===== src/rtl/mem_write_buffer.sv =====
// Line write buffer between cache and memory. Write-backs are acked early and drained in the background; reads forward from the youngest buffered copy. The optional WB_COALESCE_EN build merges a write into a matching entry.
// Latency: write ack and read hit arrive 1 cycle after accept, a read miss 1 cycle after mem_resp_valid. Backpressure: a write stalls while full; the memory side holds its request until mem_req_ready.
module mem_write_buffer #(
  parameter int  ADDR_WIDTH = 32,
  parameter int  LINE_BYTES = 16,
  parameter int  DEPTH      = 4,
  localparam int LW         = LINE_BYTES * 8,
  localparam int OFF        = $clog2(LINE_BYTES),
  localparam int PW         = $clog2(DEPTH),
  localparam int LA         = ADDR_WIDTH - OFF
) (
  input  logic                  clk,
  input  logic                  rst,
  input  logic                  up_req_valid,
  input  logic                  up_req_rw,
  input  logic [ADDR_WIDTH-1:0] up_req_addr,
  input  logic [LW-1:0]         up_req_wdata,
  output logic                  up_resp_valid,
  output logic [LW-1:0]         up_resp_rdata,
  output logic                  mem_req_valid,
  input  logic                  mem_req_ready,
  output logic                  mem_req_rw,
  output logic [ADDR_WIDTH-1:0] mem_req_addr,
  output logic [LW-1:0]         mem_req_wdata,
  input  logic                  mem_resp_valid,
  input  logic [LW-1:0]         mem_resp_rdata,
  output logic [PW:0]           wb_count
);

  typedef enum logic [1:0] {U_IDLE, U_MISS, U_RESP} u_state_e;
  typedef enum logic [1:0] {M_IDLE, M_WR, M_RD} m_state_e;

  u_state_e      u_state_q, u_state_d;
  m_state_e      m_state_q, m_state_d;
  logic          rearm_q, rearm_d;
  logic          rd_pend_q, rd_pend_d;
  logic [LA-1:0] rd_addr_q, rd_addr_d;
  logic [LW-1:0] resp_dat_q, resp_dat_d;
  logic          mreq_vld_q, mreq_vld_d;
  logic [PW:0]   head_q, head_d, tail_q, tail_d;
  logic [DEPTH-1:0] ent_vld_q, ent_vld_d;
  logic [LA-1:0] ent_addr_q [DEPTH];
  logic [LA-1:0] ent_addr_d [DEPTH];
  logic [LW-1:0] ent_dat_q [DEPTH];
  logic [LW-1:0] ent_dat_d [DEPTH];

  logic [LA-1:0] req_line;
  logic [PW-1:0] head_idx, tail_idx, slot, hit_idx;
  logic [PW:0]   count;
  logic          full, empty, hit, enq, coal, deq, rd_done, rd_issue;
  logic          unused_offset;

  assign req_line      = up_req_addr[ADDR_WIDTH-1:OFF];
  assign unused_offset = ^up_req_addr[OFF-1:0];
  assign head_idx      = head_q[PW-1:0];
  assign tail_idx      = tail_q[PW-1:0];
  assign count         = tail_q - head_q;
  assign full          = (count == (PW+1)'(DEPTH));
  assign empty         = (head_q == tail_q);
  // A response is only meaningful once the request has been handed over.
  assign deq      = (m_state_q == M_WR) && !mreq_vld_q && mem_resp_valid;
  assign rd_done  = (m_state_q == M_RD) && !mreq_vld_q && mem_resp_valid;
  assign rd_issue = (m_state_q == M_IDLE) && rd_pend_q;

  // Scan oldest to youngest so the last match found is the youngest.
  always_comb begin
    hit     = 1'b0;
    hit_idx = '0;
    slot    = '0;
    for (int i = 0; i < DEPTH; i++) begin
      slot = head_idx + PW'(i);
      if (ent_vld_q[slot] && (ent_addr_q[slot] == req_line)) begin
        hit     = 1'b1;
        hit_idx = slot;
      end
    end
  end

  always_ff @(posedge clk or posedge rst) begin
    if (rst) begin
      u_state_q  <= U_IDLE;
      m_state_q  <= M_IDLE;
      rearm_q    <= 1'b1;
      rd_pend_q  <= 1'b0;
      rd_addr_q  <= '0;
      resp_dat_q <= '0;
      mreq_vld_q <= 1'b0;
      head_q     <= '0;
      tail_q     <= '0;
      ent_vld_q  <= '0;
      ent_addr_q <= '{default: '0};
      ent_dat_q  <= '{default: '0};
    end else begin
      u_state_q  <= u_state_d;
      m_state_q  <= m_state_d;
      rearm_q    <= rearm_d;
      rd_pend_q  <= rd_pend_d;
      rd_addr_q  <= rd_addr_d;
      resp_dat_q <= resp_dat_d;
      mreq_vld_q <= mreq_vld_d;
      head_q     <= head_d;
      tail_q     <= tail_d;
      ent_vld_q  <= ent_vld_d;
      ent_addr_q <= ent_addr_d;
      ent_dat_q  <= ent_dat_d;
    end
  end

  // Upstream FSM next state.
  always_comb begin
    u_state_d  = u_state_q;
    rearm_d    = up_req_valid ? rearm_q : 1'b1;
    rd_pend_d  = rd_pend_q && !rd_issue;
    rd_addr_d  = rd_addr_q;
    resp_dat_d = resp_dat_q;
    enq        = 1'b0;
    coal       = 1'b0;
    case (u_state_q)
      U_IDLE: begin
        if (up_req_valid && rearm_q) begin
          if (up_req_rw) begin
`ifdef WB_COALESCE_EN
            // The in-flight head must not change under the memory, so it gets a fresh entry.
            if (hit && !((hit_idx == head_idx) && (m_state_q == M_WR))) begin
              coal = 1'b1;
            end else if (!full || deq) begin
              enq = 1'b1;
            end
`else
            if (!full || deq) begin
              enq = 1'b1;
            end
`endif
            if (coal || enq) begin
              u_state_d  = U_RESP;
              resp_dat_d = '0;
              rearm_d    = 1'b0;
            end
          end else begin
            rearm_d = 1'b0;
            if (hit) begin
              resp_dat_d = ent_dat_q[hit_idx];
              u_state_d  = U_RESP;
            end else begin
              rd_pend_d = 1'b1;
              rd_addr_d = req_line;
              u_state_d = U_MISS;
            end
          end
        end
      end
      U_MISS: begin
        if (rd_done) begin
          resp_dat_d = mem_resp_rdata;
          u_state_d  = U_RESP;
        end
      end
      default: u_state_d = U_IDLE;
    endcase
  end

  // Memory FSM next state; a pending miss goes ahead of draining.
  always_comb begin
    m_state_d  = m_state_q;
    mreq_vld_d = mreq_vld_q;
    case (m_state_q)
      M_IDLE: begin
        if (rd_pend_q) begin
          m_state_d  = M_RD;
          mreq_vld_d = 1'b1;
        end else if (!empty) begin
          m_state_d  = M_WR;
          mreq_vld_d = 1'b1;
        end
      end
      default: begin
        if (mreq_vld_q) begin
          if (mem_req_ready) mreq_vld_d = 1'b0;
        end else if (mem_resp_valid) begin
          m_state_d = M_IDLE;
        end
      end
    endcase
  end

  // Entry storage; when full, enqueue reuses the slot freed by the same-cycle dequeue.
  always_comb begin
    ent_vld_d  = ent_vld_q;
    ent_addr_d = ent_addr_q;
    ent_dat_d  = ent_dat_q;
    head_d     = head_q;
    tail_d     = tail_q;
    if (deq) begin
      ent_vld_d[head_idx] = 1'b0;
      head_d              = head_q + (PW+1)'(1);
    end
    if (enq) begin
      ent_vld_d[tail_idx]  = 1'b1;
      ent_addr_d[tail_idx] = req_line;
      ent_dat_d[tail_idx]  = up_req_wdata;
      tail_d               = tail_q + (PW+1)'(1);
    end
    if (coal) begin
      ent_dat_d[hit_idx] = up_req_wdata;
    end
  end

  // Drain address/data come straight from the head entry, which is frozen while in M_WR.
  always_comb begin
    up_resp_valid = (u_state_q == U_RESP);
    up_resp_rdata = (u_state_q == U_RESP) ? resp_dat_q : '0;
    mem_req_valid = mreq_vld_q;
    mem_req_rw    = (m_state_q == M_WR);
    mem_req_addr  = '0;
    mem_req_wdata = '0;
    if (m_state_q == M_WR) begin
      mem_req_addr  = {ent_addr_q[head_idx], {OFF{1'b0}}};
      mem_req_wdata = ent_dat_q[head_idx];
    end else if (m_state_q == M_RD) begin
      mem_req_addr = {rd_addr_q, {OFF{1'b0}}};
    end
    wb_count = count;
  end

endmodule


===== config.mk =====
export PLATFORM = sky130hd
export DESIGN_NAME = mem_write_buffer
export DESIGN_NICKNAME = d
export VERILOG_FILES = /design/src/rtl/mem_write_buffer.sv
export SDC_FILE = /design/constraint.sdc
export NUM_CORES = 2
export LEC_CHECK = 0
export BUFFER_PORTS_ARGS = -buffer_cell sky130_fd_sc_hd__buf_4
export CORE_UTILIZATION = 35
export CTS_CLUSTER_SIZE = 24
export DETAILED_ROUTE_END_ITERATION = 7
export SETUP_SLACK_MARGIN = 0.4
export SYNTH_ARGS = -nofsm -noshare
export SYNTH_HDL_FRONTEND = slang
export SYNTH_SLANG_ARGS = --single-unit

===== constraint.sdc =====
create_clock -name clk -period 26.6 [get_ports clk]
set_input_delay 3.99 -clock clk [delete_from_list [all_inputs] [get_ports clk]]
set_output_delay 3.99 -clock clk [all_outputs]
set_load 0.1 [all_outputs]

* Word-level counts from Yosys, hierarchy flattened *
Cells that the tools add are included.

word-level totals
  register bits after elaboration = 797
  input bits = 294
  word-level logic and storage cells = 179
  output and inout port bits = 294

cells by class
  bitwise operators = 11
  reductions and logical operators = 26
  add/subtract/negate cells = 6
  magnitude comparators = 14
  mux-type cells = 88
  equality and inequality tests = 16

operator list
  kind                   number
  $mux W128              12
  $bmux W128 S2          2
  $bwmux W512            1
  $demux W128 S2         1
  $pmux W128 S2          1
  $mux W28               9
  $bmux W28 S2           4
  $bwmux W112            1
  $eq A28 B28 Y1         4
  $mux W32               2
  $demux W28 S2          1
  $mux W1                31
  $mux W2                14
  $ge A3 B3 Y1 const B   6
  $not A2 Y3             6
  $lt A2 B3 Y1 const B   5
  $logic_and A1 B1 Y1    14
  $ne A3 B3 Y1 const B   3
  $bmux W1 S2            4
  $mux W4                2
  $add A3 B1 Y3 const B  2
  $reduce_and A3 Y1      2
  $reduce_and A5 Y1      1
  $add A2 B2 Y2 const B  2
  21 further kinds       31

* Longest topological paths before layout *
  word-level depth = 18
  depth in mapped cells = 28
  gate-level depth less buffers = 12

* Worst setup path after synthesis *
OpenSTA, ideal clock, no wires.

  kind = flip-flop to output port
  from = register head_q[0]
  to = output mem_req_wdata[0]
  arrival = 3480 ps
  buffers on the path = 10
  data required time = 22610 ps
  cell stages (with the launch flop) = 13
  slack = 19130 ps
  cell sequence = dfrtp_1 buf_4 buf_6 buf_4 buf_6 buf_6 buf_2 buf_4 clkbuf_1 clkbuf_1 buf_1 mux4_2 and2_1

between the ends
  word-level cells in the longest chain between the ends = 5

ends and longest elaborated chain
  item                                           line  text
  start: declaration                             40    logic [PW:0] head_q, head_d, tail_q, tail_d;
  start signal: assignment                       88    head_q <= '0;
  start signal: assignment                       101   head_q <= head_d;
  $not A2 Y3 (not written as such)               218   mem_req_wdata = ent_dat_q[head_idx];
  $bmux W128 S2                                  218
  $mux W128 (not written as such) (2 in series)  218
  $mux W128                                      216   if (m_state_q == M_WR) begin
  end: declaration                               24    output logic [LW-1:0] mem_req_wdata,

Every way passes these cells. The select of a mux whose other input is x is not followed.

* Worst setup path in the final report *
  from = register head_q[0]
  to = register resp_dat_q[11]

between the ends
  word-level cells in the longest chain between the ends = 18

ends and longest elaborated chain
  item                                                                     line    text
  $add A2 B1 Y2 / $not A2 Y3 (equally long branches)                       71, 72
  $not A2 Y3 (not written as such) / $bmux W28 S2 (equally long branches)  72      if (ent_vld_q[slot] && (ent_addr_q[slot] == req_line)) begin
  $bmux W28 S2 / $mux W28 (equally long branches)                          72
  $mux W28 (not written as such)                                           72
  $mux W28 (not written as such) / $eq A28 B28 Y1 (equally long branches)  72
  $eq A28 B28 Y1 / $logic_and A1 B1 Y1 (equally long branches)             72
  $logic_and A1 B1 Y1 / $mux W2 (equally long branches)                    72
  $mux W2 (3 in series)                                                    72
  $not A2 Y3                                                               -
  $bmux W128 S2                                                            142     resp_dat_d = ent_dat_q[hit_idx];
  $mux W128 (not written as such) (2 in series)                            142
  $mux W128                                                                141     if (hit) begin
  $mux W128                                                                121     if (up_req_rw) begin
  $mux W128                                                                120     if (up_req_valid && rearm_q) begin
  $pmux W128 S2                                                            118     case (u_state_q)
  end signal: assignment                                                   99      resp_dat_q <= resp_dat_d;
  end: declaration                                                         38      logic [LW-1:0] resp_dat_q, resp_dat_d;

Several ways; a longest one is shown, not always the timed one. The select of a mux whose other input is x is not followed.
A chain may end at the register's enable or synchronous reset.

==> metrics <==
Comb power frac=a little under three fifths; Final Non-Filler Cells=6610; grt ovf=0; Seq pwr share=27.9%; Post-Syn Instances=4290; dominant synthesized flop cell=dfrtp_1; total track usage=~24%; worst reg2reg startpoint=head_q[0]; Synth Area per Inst=12.0 sq um; Core ar.=146000 sq um; Post-CTS Resized=0; final net count=4914; CTS tree=done; CTS HTree Levels=3; TritonCTS buffer count=96; CTS sink count=797; status=finished clean; internal power=0.00453 W; TritonRoute pass-1 iters=5; Hold/Removal Path Class=flop to flop; Switching Power=approximately 0.0041 W; largest net degree at the start of global routing=146; Final Max Slew Viols=0; layout cells sized above 1=44.5%; leakage=between 20 and 30 nW; WHS Endpoint=rearm_q; asr flop ratio synth=between 90% and 100%; Synth Register Bits=797; Port-buffer cells=579; # IOs=slightly below 600; Yosys warning total=0; Setup WS post-layout=16400 ps; worst hold stages=2; Seq/Total Area, Yosys=roughly two fifths; Final GP Congestion=0.950; Avg WL per Cell=between 20 and 30 um; startpoint types=flop; PwrDens=around 140 nW/um^2; Layout area overhead=17.1%; Die ar.=148000 sq um; drc violations=0; Distinct cells, synth=81; Core Rows=140; vias per cell=6.09; final setup fails=0; MaxCap Viol Count=0; crit path DAT=10810 ps; total wire length=185000 um; worst-margin pin slew=about 1200 ps; Post-CTS Setup Inserts=0; worst-path fanout max=86; HPWL after DPL=115000 um; Fmax=0.0981 GHz; peak supply drop=129 uV; Antenna Violating Nets Remaining=0; final hold slack=483 ps; FF-to-FF path depth=15; Layout fillers=13.9k; Setup CP Type=flop to flop; slew margin rel.=21.0%; Tcrit/Tclk final=38.3%; Syn Std Cell Area=roughly 50000 sq um; vias in the first global route=39.8k; Tmin final=approximately 10000 ps; Hold-fix buffers, CTS=0; DRT iter0 DRCs=3376; final-report hold violation count=0; first-pass GRT wire length=272000 um; Tot Pwr=a little under 0.009 W; placed cells=6428; vias=40.3k; Die X=385 um; Switching Share=a little under half; Setup crit end kind=flop; setup TNS=0 ps; Reg2Reg Setup Slack=16400 ps; Post-Place Worst Slack=approximately 16000 ps; clock tree buffer depth=3; min-delay src=rearm_q; antenna violations before repair=30; CTS Root Cell=clkbuf_16; Clock Power Share=15.5%; register clock-pin slew on the reported worst setup and hold paths=60 ps; DIE HEIGHT=between 300 and 400 um; Reg2Reg Capture Point=resp_dat_q[11]; RSZ-0062 raised after global routing=false; clk_lat worst skew=about 740 ps; Worst Clk Skew=41.5 ps; Starting Density=between 30% and 40%; Worst Path Required=27210 ps; number of enable flip-flop cells after synthesis=0
metal layers:
metal	vias up	global-route usage, %	wire length (um)
met5	-	0	198
met4	28	9.22	6840
met3	366	6.13	14700
met2	1550	38.1	85100
met1	20938	32.5	78500
li1	17401	-	-
registers in the layout (all words and copies together) (netlist names), 3 cells and up:
name	count
tail_q	3
ent_vld_q	4
rd_addr_q	28
head_q	3
ent_addr_q	112
resp_dat_q	128
ent_dat_q	512
worst max-delay path by stage:
| stage | start | cells past startpoint | end |
|---|---|---|---|
| 2_1_floorplan | rst | 1 | ent_addr_q[0] |
| 3_3_place_gp | up_req_addr[22] | 14 | resp_dat_q[11] |
| 3_5_place_dp | up_req_addr[22] | 14 | resp_dat_q[11] |
| 4_1_cts | head_q[0] | 15 | resp_dat_q[11] |
| 5_1_grt | head_q[0] | 15 | resp_dat_q[11] |
| 6_report | head_q[0] | 15 | resp_dat_q[11] |
cell usage after synthesis (all sizes together), types with 5 or more instances:
cell type | n | area [sq um]
nand3 | 24 | 133
nor2b | 9 | 56.3
clkbuf | 275 | 1030
a2111oi | 8 | 71.3
o2111ai | 9 | 96.4
and4 | 6 | 52.6
nor3 | 11 | 55.1
xnor2 | 85 | 744
o22ai | 9 | 62.6
xor2 | 10 | 87.6
mux2 | 699 | 7870
inv | 41 | 154
o211a | 16 | 160
a21oi | 130 | 654
nand2b | 13 | 81.3
a22o | 49 | 429
and3 | 105 | 657
nor2 | 21 | 78.8
mux2i | 250 | 2510
nand2 | 274 | 1030
nand4 | 28 | 175
o21ai | 73 | 365
or4 | 5 | 37.5
and2 | 268 | 1680
a22oi | 37 | 278
o221a | 167 | 1880
nor4 | 8 | 56.3
a31oi | 5 | 31.3
o221ai | 283 | 3200
a2111o | 18 | 203
or3 | 7 | 43.8
or2 | 5 | 33.8
o211ai | 110 | 1100
buf | 158 | 935
ha | 10 | 125
a2bb2oi | 5 | 43.8
mux4 | 206 | 4640
dfrtp | 796 | 19900
layout by cell type (no fill, tap or decap), types with 49 or more instances in the layout:
cell       count
dfrtp_1      794
mux2i_1      249
o221ai_2     115
and2_1       267
a22o_1        49
clkbuf_16     97
o211ai_2      53
xnor2_1       85
o221a_2      167
nand2_1      269
mux4_2       206
buf_4        649
and3_1       103
mux2_2       698
o221ai_1     168
o21ai_0       69
o211ai_1      56
a21oi_1      129
power groups by stage:
stage / combinational (W) / sequential [W] / clock [W]
after floorplan: 0.00390 / 0.00222 / 0
after global placement: 0.00484 / 0.00239 / 0
after detailed placement: 0.00489 / 0.00243 / 0
after CTS: 0.00490 / 0.00241 / 0.00137
after global routing: 0.00516 / 0.00252 / 0.00142
final: 0.00491 / 0.00242 / 0.00134
critical path: stages (launching register included):
cell and delay [ps]:
dfrtp_4 970, inv_6 540, ha_4 970, buf_4 770
mux4_2 440, xnor2_1 450, nand4_1 150, nor3_1 960
nand3_4 850, o21ai_4 220, buf_4 710, mux2_8 710
buf_4 870, buf_4 790, o221ai_1 260, o211ai_1 230
layout make-up:
cell class                 count  area (sq um)  area share, %
timing repair buffer         651          4910           8.18
inverter                      42           166          0.277
tap                         1917          2400           3.99
clock inverter                29           400          0.666
multi-input combinational   3021         29400           49.0
clock buffer                 139          2790           4.64
antenna                       14          35.0         0.0583
sequential                   797         20000           33.2
through the flow:
stage | cell area (sq um) | util [%]
after detailed placement | 56900 | 39.1
after global placement | 56900 | 39.1
final | 60100 | 41.3
after floorplan | 51300 | -
after global routing | 60100 | 41.3
after CTS | 60000 | 41.3
kinds of logic (layout without fill, tap and decap cells):
logic type	after synthesis	in the layout	share of synthesized area [%]
compound gates	958	958	17.4
fa+ha+maj	11	11	0.283
simple gates	798	798	8.40
mux	1155	1155	29.3
buf+inv	475	861	4.14
flops	797	797	38.9
xor+xnor	95	95	1.62
other cells	1	18	0.00731
Power figures use the tool's default switching activity.
